### src/rtl/mem_port_arbiter_if.sv
`default_nettype none
// ============================================================================
// mem_port_arbiter_if : pipeline-side and memory-side signals of the arbiter
// Rev 1.0
// ============================================================================
interface mem_port_arbiter_if #(
   parameter int AW = 32,
   parameter int DW = 32
);
   logic          if_req;
   logic [AW-1:0] if_addr;
   logic [DW-1:0] if_rdata;
   logic          d_re;
   logic          d_we;
   logic [AW-1:0] d_addr;
   logic [DW-1:0] d_wdata;
   logic [DW-1:0] d_rdata;
   logic          stall_pipe;
   logic          mem_req;
   logic          mem_we;
   logic [AW-1:0] mem_addr;
   logic [DW-1:0] mem_wdata;
   logic          mem_ack;
   logic [DW-1:0] mem_rdata;
   logic          timeout_err;

   // Arbiter side.
   modport master (
      input  if_req, if_addr, d_re, d_we, d_addr, d_wdata, mem_ack, mem_rdata,
      output if_rdata, d_rdata, stall_pipe, mem_req, mem_we, mem_addr, mem_wdata,
             timeout_err
   );

   // Pipeline plus memory side.
   modport slave (
      output if_req, if_addr, d_re, d_we, d_addr, d_wdata, mem_ack, mem_rdata,
      input  if_rdata, d_rdata, stall_pipe, mem_req, mem_we, mem_addr, mem_wdata,
             timeout_err
   );
endinterface
`default_nettype wire

### src/rtl/mem_port_arbiter.sv
`default_nettype none
// ============================================================================
// mem_port_arbiter : shares one variable-latency memory between fetch and data
// Rev 1.0
// ============================================================================
module mem_port_arbiter #(
   parameter int            AW       = 32,
   parameter int            DW       = 32,
   parameter int            TIMEOUT  = 64,
   parameter logic [DW-1:0] ERR_DATA = 32'hDEADBEEF
) (
   input  logic               clk,
   input  logic               reset_n,
   mem_port_arbiter_if.master bus
);
   localparam int WDW = $clog2(TIMEOUT + 1);

   typedef enum logic [1:0] {
      IDLE   = 2'd0,
      D_BUSY = 2'd1,
      I_BUSY = 2'd2
   } state_t;

   state_t        state_q, state_d;
   logic          mem_req_q, mem_req_d;
   logic          mem_we_q, mem_we_d;
   logic [AW-1:0] mem_addr_q, mem_addr_d;
   logic [DW-1:0] mem_wdata_q, mem_wdata_d;
   logic [DW-1:0] if_rdata_q, if_rdata_d;
   logic [DW-1:0] d_rdata_q, d_rdata_d;
   logic          d_done_q, d_done_d;
   logic          i_done_q, i_done_d;
   logic          timeout_err_q, timeout_err_d;
   logic [WDW-1:0] wd_q, wd_d;

   logic d_acc, d_pend, i_pend, stall, expired, finish;

   assign d_acc   = bus.d_re | bus.d_we;
   assign d_pend  = d_acc & ~d_done_q;
   assign i_pend  = bus.if_req & ~i_done_q;
   assign stall   = d_pend | i_pend;
   assign expired = (wd_q == WDW'(TIMEOUT - 1));
   // A real ack in the last watchdog cycle takes precedence over the abort.
   assign finish  = bus.mem_ack | expired;

   always_comb begin
      state_d       = state_q;
      mem_req_d     = mem_req_q;
      mem_we_d      = mem_we_q;
      mem_addr_d    = mem_addr_q;
      mem_wdata_d   = mem_wdata_q;
      if_rdata_d    = if_rdata_q;
      d_rdata_d     = d_rdata_q;
      d_done_d      = d_done_q;
      i_done_d      = i_done_q;
      timeout_err_d = timeout_err_q;
      wd_d          = wd_q;

      if (!stall) begin
         d_done_d = 1'b0;
         i_done_d = 1'b0;
      end

      case (state_q)
         IDLE: begin
            wd_d = '0;
            if (d_pend) begin
               state_d     = D_BUSY;
               mem_req_d   = 1'b1;
               mem_we_d    = bus.d_we;
               mem_addr_d  = bus.d_addr;
               mem_wdata_d = bus.d_wdata;
            end else if (i_pend) begin
               state_d    = I_BUSY;
               mem_req_d  = 1'b1;
               mem_we_d   = 1'b0;
               mem_addr_d = bus.if_addr;
            end
         end

         D_BUSY: begin
            if (finish) begin
               wd_d     = '0;
               d_done_d = 1'b1;
               if (!bus.mem_ack) timeout_err_d = 1'b1;
               if (!mem_we_q) d_rdata_d = bus.mem_ack ? bus.mem_rdata : ERR_DATA;
               if (i_pend) begin
                  state_d    = I_BUSY;
                  mem_req_d  = 1'b1;
                  mem_we_d   = 1'b0;
                  mem_addr_d = bus.if_addr;
               end else begin
                  state_d   = IDLE;
                  mem_req_d = 1'b0;
                  mem_we_d  = 1'b0;
               end
            end else begin
               wd_d = wd_q + 1'b1;
            end
         end

         I_BUSY: begin
            if (finish) begin
               wd_d       = '0;
               i_done_d   = 1'b1;
               if (!bus.mem_ack) timeout_err_d = 1'b1;
               if_rdata_d = bus.mem_ack ? bus.mem_rdata : ERR_DATA;
               state_d    = IDLE;
               mem_req_d  = 1'b0;
            end else begin
               wd_d = wd_q + 1'b1;
            end
         end

         default: begin
            state_d   = IDLE;
            mem_req_d = 1'b0;
            mem_we_d  = 1'b0;
            wd_d      = '0;
         end
      endcase
   end

   always_ff @(posedge clk or negedge reset_n) begin
      if (!reset_n) begin
         state_q       <= IDLE;
         mem_req_q     <= 1'b0;
         mem_we_q      <= 1'b0;
         mem_addr_q    <= '0;
         mem_wdata_q   <= '0;
         if_rdata_q    <= '0;
         d_rdata_q     <= '0;
         d_done_q      <= 1'b0;
         i_done_q      <= 1'b0;
         timeout_err_q <= 1'b0;
         wd_q          <= '0;
      end else begin
         state_q       <= state_d;
         mem_req_q     <= mem_req_d;
         mem_we_q      <= mem_we_d;
         mem_addr_q    <= mem_addr_d;
         mem_wdata_q   <= mem_wdata_d;
         if_rdata_q    <= if_rdata_d;
         d_rdata_q     <= d_rdata_d;
         d_done_q      <= d_done_d;
         i_done_q      <= i_done_d;
         timeout_err_q <= timeout_err_d;
         wd_q          <= wd_d;
      end
   end

   assign bus.stall_pipe  = stall;
   assign bus.mem_req     = mem_req_q;
   assign bus.mem_we      = mem_we_q;
   assign bus.mem_addr    = mem_addr_q;
   assign bus.mem_wdata   = mem_wdata_q;
   assign bus.if_rdata    = if_rdata_q;
   assign bus.d_rdata     = d_rdata_q;
   assign bus.timeout_err = timeout_err_q;
endmodule
`default_nettype wire

### src/flat_wrapper.sv
// flat-port wrapper written by rule: the top's interface ports become plain ports
module mem_port_arbiter_flat 
#(
   parameter int            AW       = 32,
   parameter int            DW       = 32,
   parameter int            TIMEOUT  = 64,
   parameter logic [DW-1:0] ERR_DATA = 32'hDEADBEEF
)
  (clk, reset_n, bus_if_req, bus_if_addr, bus_d_re, bus_d_we, bus_d_addr, bus_d_wdata, bus_mem_ack, bus_mem_rdata, bus_if_rdata, bus_d_rdata, bus_stall_pipe, bus_mem_req, bus_mem_we, bus_mem_addr, bus_mem_wdata, bus_timeout_err);
  mem_port_arbiter_if #(.AW(AW), .DW(DW)) bus_i ();
  input  logic clk;
  input  logic reset_n;
  input wire logic [$bits(bus_i.if_req)-1:0] bus_if_req;
  input wire logic [$bits(bus_i.if_addr)-1:0] bus_if_addr;
  input wire logic [$bits(bus_i.d_re)-1:0] bus_d_re;
  input wire logic [$bits(bus_i.d_we)-1:0] bus_d_we;
  input wire logic [$bits(bus_i.d_addr)-1:0] bus_d_addr;
  input wire logic [$bits(bus_i.d_wdata)-1:0] bus_d_wdata;
  input wire logic [$bits(bus_i.mem_ack)-1:0] bus_mem_ack;
  input wire logic [$bits(bus_i.mem_rdata)-1:0] bus_mem_rdata;
  output wire logic [$bits(bus_i.if_rdata)-1:0] bus_if_rdata;
  output wire logic [$bits(bus_i.d_rdata)-1:0] bus_d_rdata;
  output wire logic [$bits(bus_i.stall_pipe)-1:0] bus_stall_pipe;
  output wire logic [$bits(bus_i.mem_req)-1:0] bus_mem_req;
  output wire logic [$bits(bus_i.mem_we)-1:0] bus_mem_we;
  output wire logic [$bits(bus_i.mem_addr)-1:0] bus_mem_addr;
  output wire logic [$bits(bus_i.mem_wdata)-1:0] bus_mem_wdata;
  output wire logic [$bits(bus_i.timeout_err)-1:0] bus_timeout_err;
  assign bus_i.if_req = bus_if_req;
  assign bus_i.if_addr = bus_if_addr;
  assign bus_i.d_re = bus_d_re;
  assign bus_i.d_we = bus_d_we;
  assign bus_i.d_addr = bus_d_addr;
  assign bus_i.d_wdata = bus_d_wdata;
  assign bus_i.mem_ack = bus_mem_ack;
  assign bus_i.mem_rdata = bus_mem_rdata;
  assign bus_if_rdata = bus_i.if_rdata;
  assign bus_d_rdata = bus_i.d_rdata;
  assign bus_stall_pipe = bus_i.stall_pipe;
  assign bus_mem_req = bus_i.mem_req;
  assign bus_mem_we = bus_i.mem_we;
  assign bus_mem_addr = bus_i.mem_addr;
  assign bus_mem_wdata = bus_i.mem_wdata;
  assign bus_timeout_err = bus_i.timeout_err;
  mem_port_arbiter #(.AW(AW), .DW(DW), .TIMEOUT(TIMEOUT), .ERR_DATA(ERR_DATA)) u_core (.clk(clk), .reset_n(reset_n), .bus(bus_i));
endmodule
### config.mk
export PLATFORM = sky130hd
export DESIGN_NAME = mem_port_arbiter_flat
export DESIGN_NICKNAME = d
export VERILOG_FILES = /design/src/rtl/mem_port_arbiter_if.sv /design/src/rtl/mem_port_arbiter.sv /design/src/flat_wrapper.sv
export SDC_FILE = /design/constraint.sdc
export NUM_CORES = 1
export LEC_CHECK = 0
export BUFFER_PORTS_ARGS = -buffer_cell sky130_fd_sc_hd__buf_4
export CAP_MARGIN = 20
export CORE_MARGIN = 2
export CORE_UTILIZATION = 49
export CTS_BUF_LIST = sky130_fd_sc_hd__clkbuf_2 sky130_fd_sc_hd__clkbuf_4 sky130_fd_sc_hd__clkbuf_8
export CTS_CLUSTER_SIZE = 12
export DETAILED_ROUTE_END_ITERATION = 10
export GPL_ROUTABILITY_DRIVEN = 0
export HOLD_SLACK_MARGIN = 0.08
export MAX_ROUTING_LAYER = met4
export PLACE_DENSITY = 0.83
export SLEW_MARGIN = 10
export SYNTH_ARGS = -nofsm -noshare
export SYNTH_HDL_FRONTEND = slang
export SYNTH_SLANG_ARGS = --single-unit
### constraint.sdc
create_clock -name clk -period 2.5 [get_ports clk]
set_clock_uncertainty 0.15 [all_clocks]
set_input_delay 0.5 -clock clk [delete_from_list [all_inputs] [get_ports clk]]
set_output_delay 0.5 -clock clk [all_outputs]
set_load 0.005 [all_outputs]
Word-level counts from Yosys, hierarchy flattened
Index checks and enable logic that the tools add are counted.
{ "op_classes": {"add_sub_neg": 1, "n_eq_ne": 6, "muxes": 28, "bitwise": 10, "n_reduce_logical": 10} }
{ "ops": {"columns": ["op", "n"], "rows": [
  ["32-bit 2-to-1 mux", 4],
  ["32-bit one-hot mux with 2 select lines", 1],
  ["7-bit 2-to-1 mux", 2],
  ["1-bit 2-to-1 mux", 13],
  ["3-bit AND reduction", 4],
  ["2-bit 2-to-1 mux", 5],
  ["7-bit by 1-bit adder with 7-bit output (second input constant)", 1],
  ["7-bit by 6-bit equality test with 1-bit output (second input constant)", 1],
  ["1-bit one-hot mux with 3 select lines", 2],
  ["2-bit one-hot mux with 3 select lines", 1],
  ["2-bit AND reduction", 3],
  ["1-bit inverter", 5],
  ["2-bit by 1-bit inequality test with 1-bit output (second input constant)", 2],
  ["3-bit by 1-bit inequality test with 1-bit output (second input constant)", 1],
  ["1-bit OR", 3],
  ["1-bit AND", 2],
  ["2-bit by 1-bit equality test with 1-bit output (second input constant)", 1],
  ["2-bit equality test (second input constant)", 1],
  ["2-bit zero test", 1],
  ["2-bit nonzero test", 1],
  ["2-bit OR reduction", 1]
]} }
{ "word_totals": {"ff_bits": 142, "inputBits": 134, "output_inout_bits": 132, "wordCells": 66} }

Logic depth before layout (Yosys ltp)
Gate-level depths: netlist (run 1).
{ "depth": {"ltp_word": 6, "depth_mapped": 7} }

Worst setup path after synthesis (run 1)
Ideal clock, no wire load.
{ "synth_path": {"kind": "register to register", "start": "register u_core.state_q[1]", "end": "register u_core.mem_addr_q[10] (netlist: u_core.bus.mem_addr[10])", "setup_ns": 0.073, "arrival_ns": 1.805, "setup_slack_ns": 0.471, "stages_incl_launch_ff": 8, "path_buffers": 1, "period_less_slack_ns": 2.029, "path_cell_list": "dfrtp_1 -> inv_1 -> ha_1 -> inv_2 -> o41ai_4 -> a21boi_2 -> buf_4 -> a2bb2oi_2"} }
{ "synth_via": {"elab_chain_cells": 3, "word_cells_on_any_way": 6} }
{ "synth_lines": {"columns": ["element", "line", "rtl"], "rows": [
  ["start, declared", "mem_port_arbiter.sv:24", "state_t state_q, state_d;"],
  ["start signal, assigned", "mem_port_arbiter.sv:138", "state_q <= state_d;"],
  ["2-bit by 1-bit equality test with 1-bit output or 2-bit zero test (tied branches)", "mem_port_arbiter.sv:64", "case (state_q)"],
  ["2-bit by 1-bit inequality test with 1-bit output (no source line) or 2-bit nonzero test (tied branches)", null, null],
  ["2-bit AND reduction (no source line)", null, null],
  ["end signal, assigned", "mem_port_arbiter.sv:141", "mem_addr_q <= mem_addr_d;"],
  ["end, declared", "mem_port_arbiter.sv:27", "logic [AW-1:0] mem_addr_q, mem_addr_d;"]
]} }
Parallel ways exist; a longest one is shown, timed or not.
A chain may end at the register's enable or synchronous reset.

Worst setup path in the final report (run 1)
{ "layout_path": {"start": "register u_core.wd_q[0]", "end": "register u_core.if_rdata_q[29] (netlist: u_core.bus.if_rdata[29])"} }
{ "layout_via": {"elab_chain_cells": 3} }
{ "layout_lines": {"columns": ["element", "line", "rtl"], "rows": [
  ["start, declared", "mem_port_arbiter.sv:34", "logic [WDW-1:0] wd_q, wd_d;"],
  ["start signal, assigned", "mem_port_arbiter.sv:148", "wd_q <= wd_d;"],
  ["7-bit by 6-bit equality test with 1-bit output", "mem_port_arbiter.sv:42", "assign expired = (wd_q == WDW'(TIMEOUT - 1));"],
  ["1-bit OR", "mem_port_arbiter.sv:44", "assign finish = bus.mem_ack | expired;"],
  ["2-bit AND reduction (no source line)", null, null],
  ["end signal, assigned", "mem_port_arbiter.sv:143", "if_rdata_q <= if_rdata_d;"],
  ["end, declared", "mem_port_arbiter.sv:29", "logic [DW-1:0] if_rdata_q, if_rdata_d;"]
]} }
No other way between the ends.

==> results of run 1 <==
## cell usage after synthesis, types with 2 or more instances
cell type	count	share of area (%)
a2bb2oi_1	2	0.29
buf_2	7	0.58
mux2_2	57	11
buf_1	5	0.31
nand3_1	3	0.25
a22o_1	8	1.2
ha_1	4	0.83
a21oi_1	4	0.33
buf_4	3	0.38
and3_1	3	0.31
nor2_1	7	0.44
a2bb2oi_2	30	7.5
nor2b_1	3	0.31
o22a_1	24	3.5
xnor2_1	2	0.29
o22ai_1	33	3.4
clkbuf_1	14	0.88
o21bai_1	2	0.25
dfrtp_1	142	59
nand2b_1	27	2.8
xor2_1	2	0.29
nand2_1	20	1.3
mux2i_1	9	1.5
a31oi_1	2	0.21
o21ba_2	2	0.33
inv_1	12	0.75
## power breakdown
group,internal (uW),switching (uW),leakage [uW]
clock network,1070,822,0.000211
logic,3110,2110,0.00212
registers,3410,680,0.00163
## state kept, by name, indices dropped and copies added (netlist names)
signal	count
u_core.bus.d_rdata	32
u_core.bus.if_rdata	32
u_core.bus.mem_addr	32
u_core.bus.mem_wdata	32
u_core.wd_q	7
u_core.state_q	2
u_core.bus.mem_req	1
u_core.bus.mem_we	1
u_core.bus.timeout_err	1
u_core.d_done_q	1
u_core.i_done_q	1
## per-layer routing
metal  share of wire, %  up-vias  wire (um)  track usage (%)
met2                 53      156       8410             41.8
met5                  0        -          0                -
met1                 39     2338       6180             29.1
met3                5.3       29        834             5.61
li1                   -     2137          -                -
met4                1.9        0        303             9.43
## critical path, cell delays in order, from the launching register on
cell,delay [ns]
dfrtp_1,0.40
ha_1,0.25
and3b_1,0.21
a21oi_1,0.58
nand2b_1,0.44
a22o_1,0.22
## worst max-delay path by stage
stage,startpoint,endpoint,slack (ns),depth (start not counted)
6_report,u_core.wd_q[0],u_core.bus.if_rdata[29],0.19,5
5_1_grt,u_core.state_q[1],u_core.bus.mem_addr[31],0.07,7
4_1_cts,u_core.wd_q[0],u_core.bus.if_rdata[30],0.19,5
3_5_place_dp,u_core.wd_q[0],u_core.bus.if_rdata[30],0.22,5
3_3_place_gp,u_core.wd_q[0],u_core.bus.if_rdata[6],0.30,5
2_1_floorplan,u_core.state_q[1],u_core.bus.mem_addr[10],0.47,7
## final cells by class
type                    count  area [um2]  share of cell area [%]
clock inverters            10         138                    1.59
inverters                  13        48.8                   0.565
flip-flops and latches    142        3550                    41.1
clock buffers              21         283                    3.27
well taps                 147         184                    2.13
multi-input cells         255        2290                    26.6
repair buffers            279        2140                    24.8
## cell families after synthesis
family | after synthesis | synth area share, %
AND/OR/NAND/NOR | 66 | 5.80
multiplexers | 66 | 12.2
buffers and inverters | 42 | 2.96
flip-flops | 142 | 59.2
XOR/XNOR | 4 | 0.584
AO/OA/AOI/OAI | 115 | 18.4
adder cells (fa/ha/maj) | 4 | 0.834
## timing repair
item | in CTS | in global routing
hold endpoints to repair | 65 | 0
buffers inserted | 0 | 0
resized for setup | 0 | 1
hold buffers | 1 | 0
setup endpoints to repair | 0 | 3
## stage by stage
step	power (uW)	worst slack (ns)	hold WS [ns]	utilization (%)	std cells
after global routing	11800	0.0685	0.110	72.2	867
final	11200	0.193	0.129	72.2	867
after CTS	11300	0.186	0.0959	72.2	867
after detailed placement	9360	0.224	0.317	68.6	835
after floorplan	6780	0.472	0.0544	-	439
after global placement	9120	0.304	0.298	68.6	835
==> impl_metrics.ini, run 1 <==
[setup_path]
reg2reg_to = u_core.bus.if_rdata[29]
timing.rr.start = u_core.wd_q[0]
arrival_ns = 2.53
reg2regPathDepth = 5
r2r_setup_slack_ns = 0.19
crit_path_start_kind = register
crit_fanout = 9
required_ns = 2.72
worstSetupPathType = reg -> reg
worstSetupEndpointType = register

[worst_hold_path]
hold_path.startpoint = bus_mem_rdata[13]
min_path_cells = 2
hp-class = in -> reg
holdPathEnd = u_core.bus.if_rdata[13]

[drt]
drt_iter0_drc = 332
remaining_drc_errors = 0
ant_nets = 0
dr.pass1.iters = 4
avgViaCountPerCell = 5.37
wl_per_cell_um = 18.1
wirelength_um = 15700
vias = 4660

[timing]
setup-tns-final_ns = 0
slew_viol_final = 0
rsz0062_at_grt = no
hold_viol = 0
fin_crit_ns = 2.31
worst_slew_pin_slew_ns = 0.697
timing.final.crit_share_pct = 92.3
slew_headroom_pct = 53.5
finalSetupViolCount = 0
max_freq_mhz = 433

[global_route]
overflow = 0
globalRouteTotalUtil_pct = 24.8
grt_pass1_vias = 4849
antenna_found_initial = 0
grt_pass1_wl_um = 24400
grt_max_degree = 69

[die]
start_util_pct = 50.2
io_pins = 266
die_w_um = 115
die-area_um2 = 13100
die_height_um = 115
core-area_um2 = 12000
rows = 40

[finish]
layout_commonest_cell = buf_4
num-nets-final = 846
finalInstanceArea_um2 = 8640
final_layout_size_suffix_gt1_share_pct = 56.1
final_cell_mix = 274 x buf_4, 142 x dfrtp_1, 57 x mux2_2, 33 x o22ai_1, 30 x a2bb2oi_2
fillers = 828
antenna-diode-count = 0
syn_to_final_growth_pct = 44.0

[cts]
cts_buffers = 17
cts_root_buf = clkbuf_8
cts_tree = yes
clock_sinks = 142
cts.clk_slew.worst_paths_ns = 0.08
cts_max_path_buffers = 2
clk_latency_ns = 0.43
htree_levels = 4

[yosys]
synth-main-ff-cell = dfrtp_1
synth-edff-count = 0
postSynthAreaPerCell_um2 = 13.7
synthCells = 439
yosysSeqAreaShare_pct = 59.2
syn-num-nets = 577
synthArstFlopShare_pct = 100
yosys_warnings = 0
synth.distinct_cells = 38
synth_seq_cells = 142
syn_area_um2 = 6000

[place]
port_buffers = 265
dp_hpwl_um = 11500
dpl-instance-area_um2 = 8200

[power_and_ir_drop]
total_leakage_power_uw = 0.00395
vdd_drop_max_uv = 721
p_per_area_nw_per_um2 = 1300

[run_status]
status = finished clean

[job]
cap_violations = 0
No activity file was read; power rests on OpenSTA's default activity.
==> run 2: changes to the inputs <==
==> constraint.sdc (replaced) <==
create_clock -name clk -period 2.5 [get_ports clk]
set_clock_uncertainty 0.15 [all_clocks]
set_input_delay 0.625 -clock clk [delete_from_list [all_inputs] [get_ports clk]]
set_output_delay 0.625 -clock clk [all_outputs]
set_load 0.005 [all_outputs]
==> impl_metrics.ini, run 2 (same netlist as run 1, synthesis figures left out) <==
[finish]
fillers = 835
finalInstanceArea_um2 = 8680
layout_commonest_cell = buf_4
final_cell_mix = 272 x buf_4, 142 x dfrtp_1, 57 x mux2_2, 33 x o22ai_1, 30 x a2bb2oi_2
syn_to_final_growth_pct = 44.6
final_layout_size_suffix_gt1_share_pct = 56.1
num-nets-final = 845
antenna-diode-count = 0

[cts]
cts_max_path_buffers = 2
post_cts.repair.setup_buffers = 0
cts_root_buf = clkbuf_8
cts_buffers = 17
cts.clk_slew.worst_paths_ns = 0.08
cts_resized = 0
htree_levels = 4
clock_sinks = 142
cts_tree = yes
cts_hold_buffers = 1
clk_latency_ns = 0.43

[drt]
ant_nets = 0
drt_iter0_drc = 226
dr.pass1.iters = 4
wl_per_cell_um = 18.2
wirelength_um = 15800
vias = 4642
avgViaCountPerCell = 5.35
remaining_drc_errors = 0

[setup_path]
worstSetupEndpointType = register
arrival_ns = 2.53
worstSetupPathType = reg -> reg
critPathTopFamily = compound AO/OA/AOI/OAI gates
critPathSlowestCell = dfrtp_1
r2r_setup_slack_ns = 0.17
required_ns = 2.70
crit_buf_inv = 3
crit_path_start_kind = register
crit_fanout = 19
slowest_delay_ns = 0.41
cp_cell_sequence = inv_1 -> ha_1 -> inv_2 -> o41ai_4 -> a21boi_4 -> buf_4 -> a2bb2oi_1

[die]
io_pins = 266
die_w_um = 115
core-area_um2 = 12000
rows = 40
start_util_pct = 50.2
die-area_um2 = 13100
die_height_um = 115

[global_route]
grt-busiest-layer = met2
use_met1_pct = 29.8
grt_max_degree = 48
use_met2_pct = 41.6
grt_pass1_wl_um = 24500
overflow = 0
globalRouteTotalUtil_pct = 24.9
globalRouteMet3Util_pct = 5.61
grt_pass1_vias = 4935
antenna_found_initial = 0

[timing]
timing.final.crit_share_pct = 93.2
hold_viol = 0
worst_slew_pin_slew_ns = 1.00
fin_crit_ns = 2.33
setup-tns-final_ns = 0
finalSetupViolCount = 0
rsz0062_at_grt = no
whs_ns = 0.254
fin_ws_ns = 0.169
slew_headroom_pct = 33.0
slew_viol_final = 0
max_freq_mhz = 429

[place]
dp_hpwl_um = 11400
port_buffers = 265
place_worst_setup_slack_ns = 0.189
dpl-instance-area_um2 = 8210

[power_and_ir_drop]
fin_total_pwr_uw = 11400
total_leakage_power_uw = 0.00396
p_per_area_nw_per_um2 = 1310
vdd_drop_max_uv = 806

[run_status]
status = finished clean

[job]
cap_violations = 0

[worst_hold_path]
hp-class = in -> reg
[run 2: layout make-up]
class	count	area, um2	area share, %
sequential	142	3550	41.0
multi-input combinational	255	2290	26.4
timing repair buffer	278	2140	24.7
clock buffer	20	275	3.17
tap	147	184	2.12
clock inverter	12	181	2.09
inverter	13	48.8	0.562
[run 2: routing by layer]
| metal | part of all wire, % | wire length, um | up-vias |
|---|---|---|---|
| met5 | 0 | 0 | - |
| met4 | 1.7 | 269 | 0 |
| met3 | 5.0 | 793 | 20 |
| met2 | 52 | 8270 | 155 |
| met1 | 41 | 6440 | 2332 |
| li1 | - | - | 2135 |
[run 2: power by group]
group          switching, uW  internal, uW  leakage, uW  total, uW
logic                   2100          3100      0.00211       5200
clock network            893          1180     0.000218       2070
registers                682          3400      0.00163       4090
total                   3680          7670      0.00396      11400
[run 2: path summary, 6_finish.rpt]
path	from	end	cells after the start
worst max-delay path	u_core.state_q[1]	u_core.bus.mem_addr[0]	7
worst min-delay path	bus_mem_rdata[21]	u_core.bus.if_rdata[21]	2
worst max register to register	u_core.state_q[1]	u_core.bus.mem_addr[0]	7
worst min register to register	u_core.wd_q[0]	u_core.wd_q[0]	1
max in group asynchronous	reset_n	u_core.wd_q[4]	3
min in group asynchronous	reset_n	u_core.bus.d_rdata[16]	2
[run 2: per-stage QoR]
step,util [%],instances
5_1_grt,72.5,867
3_3_place_gp,68.6,834
3_5_place_dp,68.6,834
2_1_floorplan,-,439
6_report,72.5,867
4_1_cts,72.5,867
[run 2: worst reg2reg max path: cells and delay by family (launching register included)]
family | cells | cell delay, ns
adder cells (fa/ha/maj) | 1 | 0.32
flip-flops | 1 | 0.41
buffers and inverters | 3 | 0.56
AO/OA/AOI/OAI | 3 | 0.81
==> run 3: changes to the inputs <==
Settings changed: CORE_ASPECT_RATIO from default to 2, CORE_UTILIZATION 49 to 35, MAX_ROUTING_LAYER met4 to default, PLACE_DENSITY 0.83 to 0.62.
==> impl_metrics.ini, run 3 (same netlist as run 1, synthesis figures left out) <==
[cts]
cts_root_buf = clkbuf_8
cts_hold_buffers = 1
cts_resized = 0
htree_levels = 4
cts_tree = yes
cts_max_path_buffers = 2
post_cts.repair.setup_buffers = 0
cts.clk_slew.worst_paths_ns = 0.08
clk_latency_ns = 0.44
cts_buffers = 17
clock_sinks = 142

[global_route]
grt_pass1_vias = 5053
overflow = 0
globalRouteTotalUtil_pct = 18.8
grt_max_degree = 56
grt_pass1_wl_um = 25900
antenna_found_initial = 0

[die]
die_w_um = 96.6
core-area_um2 = 16800
start_util_pct = 35.8
io_pins = 266
rows = 67
die_height_um = 189
die-area_um2 = 18300

[finish]
finalInstanceArea_um2 = 8740
fin_cells = 926
syn_to_final_growth_pct = 45.6
antenna-diode-count = 0
layout_commonest_cell = buf_4
final_core_util_pct = 52.1
fillers = 1512
final_cell_mix = 271 x buf_4, 142 x dfrtp_1, 57 x mux2_2, 33 x o22ai_1, 30 x a2bb2oi_2
num-nets-final = 845
final_layout_size_suffix_gt1_share_pct = 56.1

[setup_path]
critPathTopFamily = simple AND/OR/NAND/NOR gates
slowest_delay_ns = 0.42
crit_buf_inv = 2
timing.rr.start = u_core.wd_q[0]
required_ns = 1.73
critPathSlowestCell = dfrtp_1
crit_fanout = 5
arrival_ns = 1.54
crit_path_start_kind = register
cp_cell_sequence = nor2b_1 -> nor2_1 -> inv_1 -> buf_4
worstSetupPathType = reg -> out
reg2reg_to = u_core.bus.if_rdata[5]
cp-startpoint = u_core.i_done_q
path_depth = 4
reg2regPathDepth = 5
r2r_setup_slack_ns = 0.19
worstSetupEndpointType = primary output

[timing]
slew_viol_final = 0
worst_slew_pin_slew_ns = 1.04
slew_headroom_pct = 30.7
max_freq_mhz = 432
timing.final.crit_share_pct = 92.5
hold_viol = 0
finalSetupViolCount = 0
setup-tns-final_ns = 0
rsz0062_at_grt = no
fin_crit_ns = 2.31

[drt]
wl_per_cell_um = 18.2
remaining_drc_errors = 0
wirelength_um = 16800
ant_nets = 0
avgViaCountPerCell = 4.97
vias = 4598
drt-met1-wl_um = 5700
top_layer = met4
dr.pass1.iters = 4
wl_met2_um = 9720
wl_met3_um = 825
drt_iter0_drc = 132

[power_and_ir_drop]
swShare_pct = 32.2
clockPowerShare_pct = 17.7
p_per_area_nw_per_um2 = 1300
switching_power_uw = 3640
cell_internal_pwr_uw = 7680
total_leakage_power_uw = 0.00396
comb_power_share_pct = 46.3
vdd_drop_max_uv = 651
p_seq_share_pct = 36.0
fin_total_pwr_uw = 11300

[worst_hold_path]
holdPathEnd = u_core.bus.if_rdata[16]
hold_path.startpoint = bus_mem_rdata[16]
hp-class = in -> reg
min_path_cells = 2

[place]
dp.cells = 894
dp_hpwl_um = 12700
dpl-instance-area_um2 = 8300
port_buffers = 265

[run_status]
status = finished clean

[job]
cap_violations = 0
[run 3: changes by cell type in the layout (fill, tap and decap cells not counted), sizes merged]
cell      previous run  this run
clkbuf              20        21
clkinvlp             4         2
clkinv               1         3
inv                 16        14
[run 3: worst max path at each step]
stage	end
finish	bus_stall_pipe
global route	u_core.bus.if_rdata[0]
detailed placement	u_core.bus.if_rdata[6]
floorplan	u_core.bus.mem_addr[10]
global placement	u_core.bus.if_rdata[13]
CTS	bus_stall_pipe
[run 3: area by class of cell]
cell class	instances	area [um2]	area share [%]
clock buffer	21	270	3.09
inverter	13	48.8	0.558
timing repair buffer	278	2160	24.7
clock inverter	10	163	1.86
sequential	142	3550	40.7
tap	207	259	2.96
multi-input combinational	255	2290	26.2
[run 3: metal layers]
layer  vias to the layer above  track usage, %
met5                         -               0
met4                         0            8.34
met3                        29            4.38
met2                       155            35.2
met1                      2276            19.0
li1                       2138               -
[run 3: power groups by stage]
stage	clock, uW	combinational [uW]	sequential, uW
5_1_grt	2180	5680	4210
3_5_place_dp	0	5340	4120
4_1_cts	2070	5350	4090
3_3_place_gp	0	5220	4070
6_report	2000	5250	4070
2_1_floorplan	0	2680	4100
[run 3: through the flow]
| step | hold slack (ns) | setup WS [ns] |
|---|---|---|
| global placement | 0.306 | 0.233 |
| global route | 0.212 | 0.00149 |
| detailed placement | 0.314 | 0.206 |
| CTS | 0.206 | 0.144 |
| floorplan | 0.179 | 0.472 |
| finish | 0.248 | 0.187 |
